`src/rtl/gpio_seq.sv`:
```
// rtl/gpio_seq.sv - APB-driven GPIO command sequencer (optional irq via GPIO_SEQ_IRQ_EN)
module gpio_seq #(
    parameter int FIFO_DEPTH = 4,
    parameter int N_GPIO     = 13
) (
    input  logic        clk,
    input  logic        rst_n,
    input  logic        apbs_psel,
    input  logic        apbs_penable,
    input  logic        apbs_pwrite,
    input  logic [15:0] apbs_paddr,
    input  logic [31:0] apbs_pwdata,
    output logic [31:0] apbs_prdata,
    output logic        apbs_pready,
    output logic        apbs_pslverr,
    output logic        apbm_psel,
    output logic        apbm_penable,
    output logic        apbm_pwrite,
    output logic [15:0] apbm_paddr,
    output logic [31:0] apbm_pwdata,
    input  logic        apbm_pready,
    input  logic        apbm_pslverr,
    output logic        irq
);
    localparam int AW = $clog2(FIFO_DEPTH);
    localparam int CW = AW + 1;

    typedef enum logic [1:0] {S_IDLE, S_SETUP, S_ACCESS, S_WAIT} state_t;

    state_t            state, state_nxt;
    logic [31:0]       mem [FIFO_DEPTH];
    logic [AW-1:0]     wr_ptr, rd_ptr;
    logic [CW-1:0]     count;
    logic [31:0]       head;
    logic              en, irq_en, ovf, slverr, done, done_nxt;
    logic [1:0]        cur_op;
    logic [N_GPIO-1:0] cur_data;
    logic [15:0]       cur_delay, dly_cnt;
    logic              wr_acc, wr_ctrl, wr_status, wr_cmd, flush;
    logic              empty, full, pop, push_ok, ovf_set, xfer_done, enter_idle, xfer;
    logic [31:0]       rd_mux;
    logic              unused_bits;

    assign apbs_pready  = 1'b1;
    assign apbs_pslverr = 1'b0;

    assign wr_acc    = apbs_psel & apbs_penable & apbs_pwrite;
    assign wr_ctrl   = wr_acc && (apbs_paddr == 16'h0000);
    assign wr_status = wr_acc && (apbs_paddr == 16'h0004);
    assign wr_cmd    = wr_acc && (apbs_paddr == 16'h0008);
    assign flush     = wr_ctrl & apbs_pwdata[1];

    assign empty   = (count == '0);
    assign full    = (count == CW'(FIFO_DEPTH));
    assign pop     = (state == S_IDLE) && en && !empty;
    // A full FIFO still takes the word if a slot frees up in the same cycle
    assign push_ok = wr_cmd && (!full || pop || flush);
    assign ovf_set = wr_cmd && !push_ok;
    assign head    = mem[rd_ptr];
    assign unused_bits = ^head[29:16+N_GPIO];

    always_ff @(posedge clk) begin
        if (push_ok) mem[wr_ptr] <= apbs_pwdata;
    end

    always_ff @(posedge clk or negedge rst_n) begin
        if (!rst_n) begin
            wr_ptr <= '0;
            rd_ptr <= '0;
            count  <= '0;
        end else if (flush) begin
            rd_ptr <= wr_ptr;
            wr_ptr <= wr_ptr + AW'(push_ok);
            count  <= CW'(push_ok);
        end else begin
            if (push_ok) wr_ptr <= wr_ptr + AW'(1);
            if (pop)     rd_ptr <= rd_ptr + AW'(1);
            count <= count + CW'(push_ok) - CW'(pop);
        end
    end

    assign xfer_done = (state == S_ACCESS) && apbm_pready;

    always_comb begin
        state_nxt = state;
        case (state)
            S_IDLE:   if (en && !empty) state_nxt = S_SETUP;
            S_SETUP:  state_nxt = S_ACCESS;
            S_ACCESS: if (apbm_pready) state_nxt = (cur_delay == 16'd0) ? S_IDLE : S_WAIT;
            S_WAIT:   if (dly_cnt <= 16'd1) state_nxt = S_IDLE;
            default:  state_nxt = S_IDLE;
        endcase
    end

    always_ff @(posedge clk or negedge rst_n) begin
        if (!rst_n) begin
            state     <= S_IDLE;
            cur_op    <= '0;
            cur_data  <= '0;
            cur_delay <= '0;
            dly_cnt   <= '0;
        end else begin
            state <= state_nxt;
            if (pop) begin
                cur_op    <= head[31:30];
                cur_data  <= head[16 +: N_GPIO];
                cur_delay <= head[15:0];
            end
            if (xfer_done)            dly_cnt <= cur_delay;
            else if (state == S_WAIT) dly_cnt <= dly_cnt - 16'd1;
        end
    end

    assign xfer         = (state == S_SETUP) || (state == S_ACCESS);
    assign apbm_psel    = xfer;
    assign apbm_penable = (state == S_ACCESS);
    assign apbm_pwrite  = xfer;
    assign apbm_paddr   = xfer ? {12'd0, cur_op, 2'b00} : 16'd0;
    assign apbm_pwdata  = xfer ? {{(32-N_GPIO){1'b0}}, cur_data} : 32'd0;

    assign enter_idle = (state != S_IDLE) && (state_nxt == S_IDLE);
    assign done_nxt   = (done & ~(wr_status & apbs_pwdata[13])) | (enter_idle & empty);

    always_ff @(posedge clk or negedge rst_n) begin
        if (!rst_n) begin
            en     <= 1'b0;
            ovf    <= 1'b0;
            slverr <= 1'b0;
            done   <= 1'b0;
        end else begin
            if (wr_ctrl) en <= apbs_pwdata[0];
            ovf    <= (ovf & ~(wr_status & apbs_pwdata[11])) | ovf_set;
            slverr <= (slverr & ~(wr_status & apbs_pwdata[12])) | (xfer_done & apbm_pslverr);
            done   <= done_nxt;
        end
    end

`ifdef GPIO_SEQ_IRQ_EN
    always_ff @(posedge clk or negedge rst_n) begin
        if (!rst_n) begin
            irq_en <= 1'b0;
            irq    <= 1'b0;
        end else begin
            if (wr_ctrl) irq_en <= apbs_pwdata[2];
            irq <= done_nxt & irq_en;
        end
    end
`else
    assign irq_en = 1'b0;
    assign irq    = 1'b0;
`endif

    always_comb begin
        rd_mux = 32'd0;
        case (apbs_paddr)
            16'h0000: rd_mux = {29'd0, irq_en, 1'b0, en};
            16'h0004: rd_mux = {18'd0, done, slverr, ovf, empty, full, (state != S_IDLE), 3'd0, 5'(count)};
            default:  rd_mux = 32'd0;
        endcase
    end

    // Read data is captured in the setup phase so it is stable for the access phase
    always_ff @(posedge clk or negedge rst_n) begin
        if (!rst_n)                          apbs_prdata <= 32'd0;
        else if (apbs_psel && !apbs_penable) apbs_prdata <= rd_mux;
        else if (!apbs_psel)                 apbs_prdata <= 32'd0;
    end
endmodule
```
`config.mk`:
```
export PLATFORM = sky130hd
export DESIGN_NAME = gpio_seq
export DESIGN_NICKNAME = d
export VERILOG_FILES = /design/src/rtl/gpio_seq.sv
export SDC_FILE = /design/constraint.sdc
export NUM_CORES = 1
export LEC_CHECK = 0
export CORE_ASPECT_RATIO = 1.75
export CORE_MARGIN = 5
export CORE_UTILIZATION = 25
export DETAILED_ROUTE_END_ITERATION = 8
export GPL_ROUTABILITY_DRIVEN = 0
export PLACE_DENSITY_LB_ADDON = 0.08
export RECOVER_POWER = 25
export SYNTH_ARGS = -nofsm -noshare
export SYNTH_HDL_FRONTEND = slang
export SYNTH_SLANG_ARGS = --single-unit
```
`constraint.sdc`:
```
create_clock -name clk -period 4.4 [get_ports clk]
set_clock_uncertainty 0.15 [all_clocks]
set_input_delay 1.32 -clock clk [delete_from_list [all_inputs] [get_ports clk]]
set_output_delay 1.32 -clock clk [all_outputs]
set_load 0.01 [all_outputs]
```
== Word level (Yosys, flattened, before mapping) ==
Memory sizes are Yosys's and may differ from the RTL's. A register that Yosys moved wholly into a read port is not among the register bits.
Cells that the tools add are included.

* Bits in registers: 61
* Latch bits: 0
* Memory bits (writable): 128
* Bits in read-only memories: 0
* Bits of input ports: 55
* Output and inout port bits: 86
* Word-level logic and storage cells: 89
* Memories kept: 1

{| class="wikitable"
|+ Memory list
! memory !! words !! bits a word !! rd ports !! clocked after Yosys merged registers in !! wr ports !! RTL line !! source
|-
| mem || 4 || 32 || 1 || 1 || 1 || 31 || <nowiki>logic [31:0] mem [FIFO_DEPTH];</nowiki>
|}

* Add/sub/neg operators: 6
* Multipliers: 0
* Div/mod/pow operators: 0
* Magnitude comparators: 1
* Equality and inequality tests: 7
* Shifts and indexed selects: 0
* Mux-type cells: 19
* Bitwise operators: 17
* Reductions and logical operators: 28

{| class="wikitable"
|+ Operators by type and width
! operator !! count
|-
| 32-bit 2-to-1 mux || 2
|-
| 16-bit logical NOT || 2
|-
| 16-bit 2-to-1 mux || 2
|-
| 14-bit one-hot mux with 2 select lines || 1
|-
| 16-bit by 3-bit equality test with 1-bit output, second input constant || 1
|-
| 16-bit by 4-bit equality test with 1-bit output, second input constant || 1
|-
| 16-bit by 1-bit <= comparator with 1-bit output, second input constant || 1
|-
| 2-bit 2-to-1 mux || 8
|-
| 16-bit by 1-bit subtractor with 16-bit output, second input constant || 1
|-
| 13-bit 2-to-1 mux || 1
|-
| 1-bit AND || 11
|-
| 1-bit logical AND || 11
|-
| 2-bit one-hot mux with 4 select lines || 1
|-
| 2-bit nonzero test || 4
|-
| 1-bit logical NOT || 5
|-
| 2-bit by 1-bit adder with 2-bit output, second input constant || 2
|-
| 2-bit equality test, second input constant || 2
|-
| 2-bit logical NOT || 2
|-
| 4-bit 2-to-1 mux || 1
|-
| 3-bit by 1-bit adder with 3-bit output || 1
|-
| 3-bit equality test, second input constant || 1
|-
| 3-bit logical NOT || 1
|-
| 1-bit logical OR || 3
|-
| 3-bit 2-to-1 mux || 1
|-
| other kinds (7) || 12
|}

== Logic depth before layout (Yosys ltp) ==
* Depth in word-level cells: 9
* Mapped depth: 14
* Gate-level depth less buffers: 14

== Least setup slack after synthesis ==
OpenSTA, ideal clock, no wires.

* Path type: input to register
* Start: input port apbs_paddr[7]
* End: memory mem[1][0] (enable)
* Library setup time: 464 ps
* Data arrival time: 4652 ps
* Required time: 3786 ps
* Slack: -866 ps
* Cell stages on the path: 5
* Path buffers: 0
* Cells stage by stage: nor4_1 > nand4_1 > nor3b_2 > inv_1 > nor3b_1

* Cells in the longest elaborated chain, start to end: 7
* Elaborated cells on any way between the ends: 9
* Those cells by class: eq/ne (1); mux (2); bitwise (1); reduce/logical (5)

{| class="wikitable"
|+ RTL lines
! item !! RTL line !! source
|-
| start: declaration || 11 || <nowiki>input logic [15:0] apbs_paddr,</nowiki>
|-
| 16-bit logical NOT || 48 || <nowiki>assign wr_ctrl = wr_acc && (apbs_paddr == 16'h0000);</nowiki>
|-
| 1-bit logical AND || 48 ||
|-
| 1-bit AND || 51 || <nowiki>assign flush = wr_ctrl & apbs_pwdata[1];</nowiki>
|-
| 1-bit logical OR || 57 || <nowiki>assign push_ok = wr_cmd && (!full || pop || flush);</nowiki>
|-
| 1-bit logical AND (*) || 57 ||
|-
| 1-bit 2-to-1 mux (*) || 63 || <nowiki>if (push_ok) mem[wr_ptr] <= apbs_pwdata;</nowiki>
|-
| 1-bit 2-to-1 mux (not written as such) (*) || 63 ||
|-
| end: declaration || 31 ||
|}

Every way passes the cells marked *; elsewhere a longest branch is shown, timed or not.

== Worst setup path in the final report ==
* Start: input port apbs_paddr[7]
* End: register count[2]

* Cells in the longest elaborated chain, start to end: 8
* Elaborated cells on any way between the ends: 10
* Those cells by class: add/sub (2); eq/ne (1); mux (1); bitwise (1); reduce/logical (5)

{| class="wikitable"
|+ RTL lines
! item !! RTL line !! source
|-
| 16-bit logical NOT || 48 ||
|-
| 1-bit logical AND || 48 ||
|-
| 1-bit AND || 51 ||
|-
| 1-bit logical OR || 57 ||
|-
| 1-bit logical AND || 57 ||
|-
| 3-bit by 1-bit adder with 3-bit output || 78 || <nowiki>count <= count + CW'(push_ok) - CW'(pop);</nowiki>
|-
| 3-bit by 1-bit subtractor with 3-bit output || 78 ||
|-
| 3-bit 2-to-1 mux (*) || 71 || <nowiki>end else if (flush) begin</nowiki>
|-
| end signal: assignment || 74 || <nowiki>count <= CW'(push_ok);</nowiki>
|-
| end signal: assignment || 78 ||
|-
| end: declaration || 33 || <nowiki>logic [CW-1:0] count;</nowiki>
|}

Marked as above.
A chain may end at the register's enable or synchronous reset.

==> out/results.txt <==
Maximum vdd drop: 274.5 µV
# diodes: 0
PwrDens: 406.3 nW/µm²
Die area: 37150 µm²
Port Buffers: 80
Vias per inst: 4.263
Grt ovf: 0
Chip height: 251.2 µm
Hold path endpoint: apbs_prdata[12]$_DFFE_PN0P_
Deepest clock path buffer count: 2
FF-to-FF Start: state[0]$_DFF_PN0_
Crit path DAT: 4050 ps
# setup viols final: 0
Final setup TNS: 0 ps
Final Total Pwr: 4.091 mW
RSZ-0062 raised after global routing: false
Worst reg2reg setup slack: 1630 ps
Area Growth Syn to Fin: 21.11%
CTS sink count: 193
Synth top area cells: edfxtp_1, dfrtp_1, mux4_2
Worst-Margin Slew: 901.3 ps
Drt pass-1 iters: 4
DRT iter0 DRCs: 170
Worst EP required: 4580 ps
Synth top cells by count: edfxtp_1, dfrtp_1, buf_4
Clock transition at path regs: 70 ps
Via count: 4429
Most used cell, CP: inv_1
Minimum clock period after layout: 3869 ps
All-layer global routing usage: 0.1092
Share of the synthesized area in the top cell type: 0.4479
Initial antenna violation count: 1
Place WS: 82.89 ps
Ys async rst share: 0.3575
Hpwl dp: 12930 µm
Min-Delay Path Class: reg -> reg
Crit path max-delay cell type: nor4_1
Synth cell types: 50
Seq cells post-synth: 193
CTS Root Buffer Type: clkbuf_16
Max cap viols: 0
CP Max Fanout: 3
Type of destination of the critical path: flip-flop
Seq/Total Area, Yosys: 0.6555
Post CTS Setup Buffer Count: 0
Starting Density: 0.2525
Post-route DRC: 0
H-tree levels: 4
Slew Limit Headroom: 0.3991
Final hold vios: 0
Fmax: 258.5 MHz
Cell depth of the worst hold path: 1
Post-CTS Resized: 0
Area of the mapped netlist: 8314 µm²
Total wire length after detailed routing: 19450 µm
Status: completed
Leading area contributor after synthesis: edfxtp_1
Io pins: 141
Final ANT Viol Nets: 0
TritonCTS clock tree: built
Largest net degree at the start of global routing: 62
Die W: 147.9 µm
Vias in the first global route: 4879
Routed length per instance: 18.72 µm
Crit path largest cell delay: 460 ps
Top-count cell post-synth: edfxtp_1
Clk Latency, worst-skew pair: 440 ps
Kind of critical path: in -> reg
First-pass GRT wire length: 30020 µm
Leakage: 3.783 nW
Worst hold start: slverr$_DFF_PN0_
Final Max Tran Viols: 0
Nets: 685
Worst Reg-to-Reg Cells: 14
R2r endpoint: count[2]$_DFF_PN0_
Period Utilization, post-route: 0.8793
Main synth FF type: edfxtp_1
Layout Cells excl Fill: 1039
Core Region: 32920 µm²
Num rows: 88
Ratio of cells with drive above 1 in the final layout: 0.2003
Mean post-synth cell area: 15.78 µm²
Num CTS Buffers: 17
Setup WS post-layout: 531.0 ps
Post-CTS Hold Buffers: 0
Cells along the critical path: clkdlybuf4s50_1, nor4_1, nand4_1, nor3b_2, inv_1, ha_1, inv_1, ha_1, inv_1, fa_1, xor2_1, xnor2_1, nor2_1
Critical Path Source Type: input port
Post-synth EDFFs: 124
Cells after Synth: 527
Ys Warns: 0
Filler cell count: 3254
DP Cell Count: 1007
## placed cells by master, fill, tap and decap left out, types with 3 or more instances in the layout
master	netlist	layout
a21oi_1	5	5
and2_1	18	18
inv_1	13	13
clkbuf_16	0	17
clkbuf_1	9	3
o21ai_1	6	6
nand3_1	5	5
buf_12	0	4
nand2_1	31	31
ha_1	8	8
dfrtp_1	69	68
nor4_1	7	7
mux4_2	31	31
nor3_1	6	5
mux2_2	34	34
inv_6	0	3
a22o_1	7	7
clkdlybuf4s50_1	0	53
xor2_1	8	8
edfxtp_1	124	124
buf_4	60	12
conb_1	2	59
dlygate4sd3_1	0	26
nand4_1	3	3
nor2_1	15	14
xnor2_1	12	12
o21ai_0	15	15
or4_4	3	3
## cell type report
class                   count  area [µm²]  share of cell area
well taps                 405       506.7             0.05032
inverters                  14       52.55            0.005219
flip-flops and latches    193        5451              0.5414
clock buffers              20       436.7             0.04336
clock inverters            12       132.6             0.01317
repair buffers             95       960.9             0.09543
multi-input cells         300        2529              0.2511
## logic make-up after synthesis
logic type               count (synthesis)  share of synthesized area
multiplexers                            65                     0.1300
flip-flops                             193                     0.6555
XOR/XNOR                                20                    0.02107
buffers and inverters                   91                    0.06968
AND/OR/NAND/NOR                        105                    0.07299
other                                    2                  0.0009033
AO/OA/AOI/OAI                           42                    0.03537
adder cells (fa/ha/maj)                  9                    0.01445
## critical path: cells and delay by family
kind	cells	cell delay (ps)
adder cells (fa/ha/maj)	3	760
AND/OR/NAND/NOR	4	1040
buffers and inverters	4	600
XOR/XNOR	2	310
## worst max path at each step
| stage | depth (start not counted) | slack (ps) | to | startpoint |
|---|---|---|---|---|
| floorplan | 5 | 210 | mem[1][0]$_DFFE_PP_ | apbs_paddr[7] |
| global placement | 13 | 150 | count[2]$_DFF_PN0_ | apbs_paddr[7] |
| detailed placement | 13 | 80 | count[2]$_DFF_PN0_ | apbs_paddr[7] |
| CTS | 13 | 550 | count[2]$_DFF_PN0_ | apbs_paddr[7] |
| global route | 13 | 370 | count[2]$_DFF_PN0_ | apbs_paddr[4] |
| finish | 13 | 530 | count[2]$_DFF_PN0_ | apbs_paddr[7] |
## through the flow
stage                     hold slack, ps  cell area [µm²]  utilization
final                              347.9            10070       0.3059
after CTS                          351.8            10070       0.3059
after detailed placement           334.0             9500       0.2886
after floorplan                    309.8             8538            -
after global routing               376.7            10070       0.3059
after global placement             341.2             9500       0.2886
## state kept, by name, indices dropped and copies added (netlist names), 3 cells and up
name,cells
apbs_prdata,9
count,3
cur_data,13
cur_delay,16
dly_cnt,16
mem,124
## routing by layer
layer	share of wire	vias to the layer above	GRT usage
met5	0.00067	-	0
li1	-	2022	-
met4	0.017	2	0.03910
met2	0.56	107	0.2030
met3	0.036	19	0.02561
met1	0.38	2279	0.1204
## power by group
part | internal, mW | switching [mW] | total [mW]
Sequential | 1.98 | 0.0561 | 2.04
Combinational | 0.212 | 0.315 | 0.527
Clock | 0.840 | 0.687 | 1.53
Power figures use the tool's default switching activity.
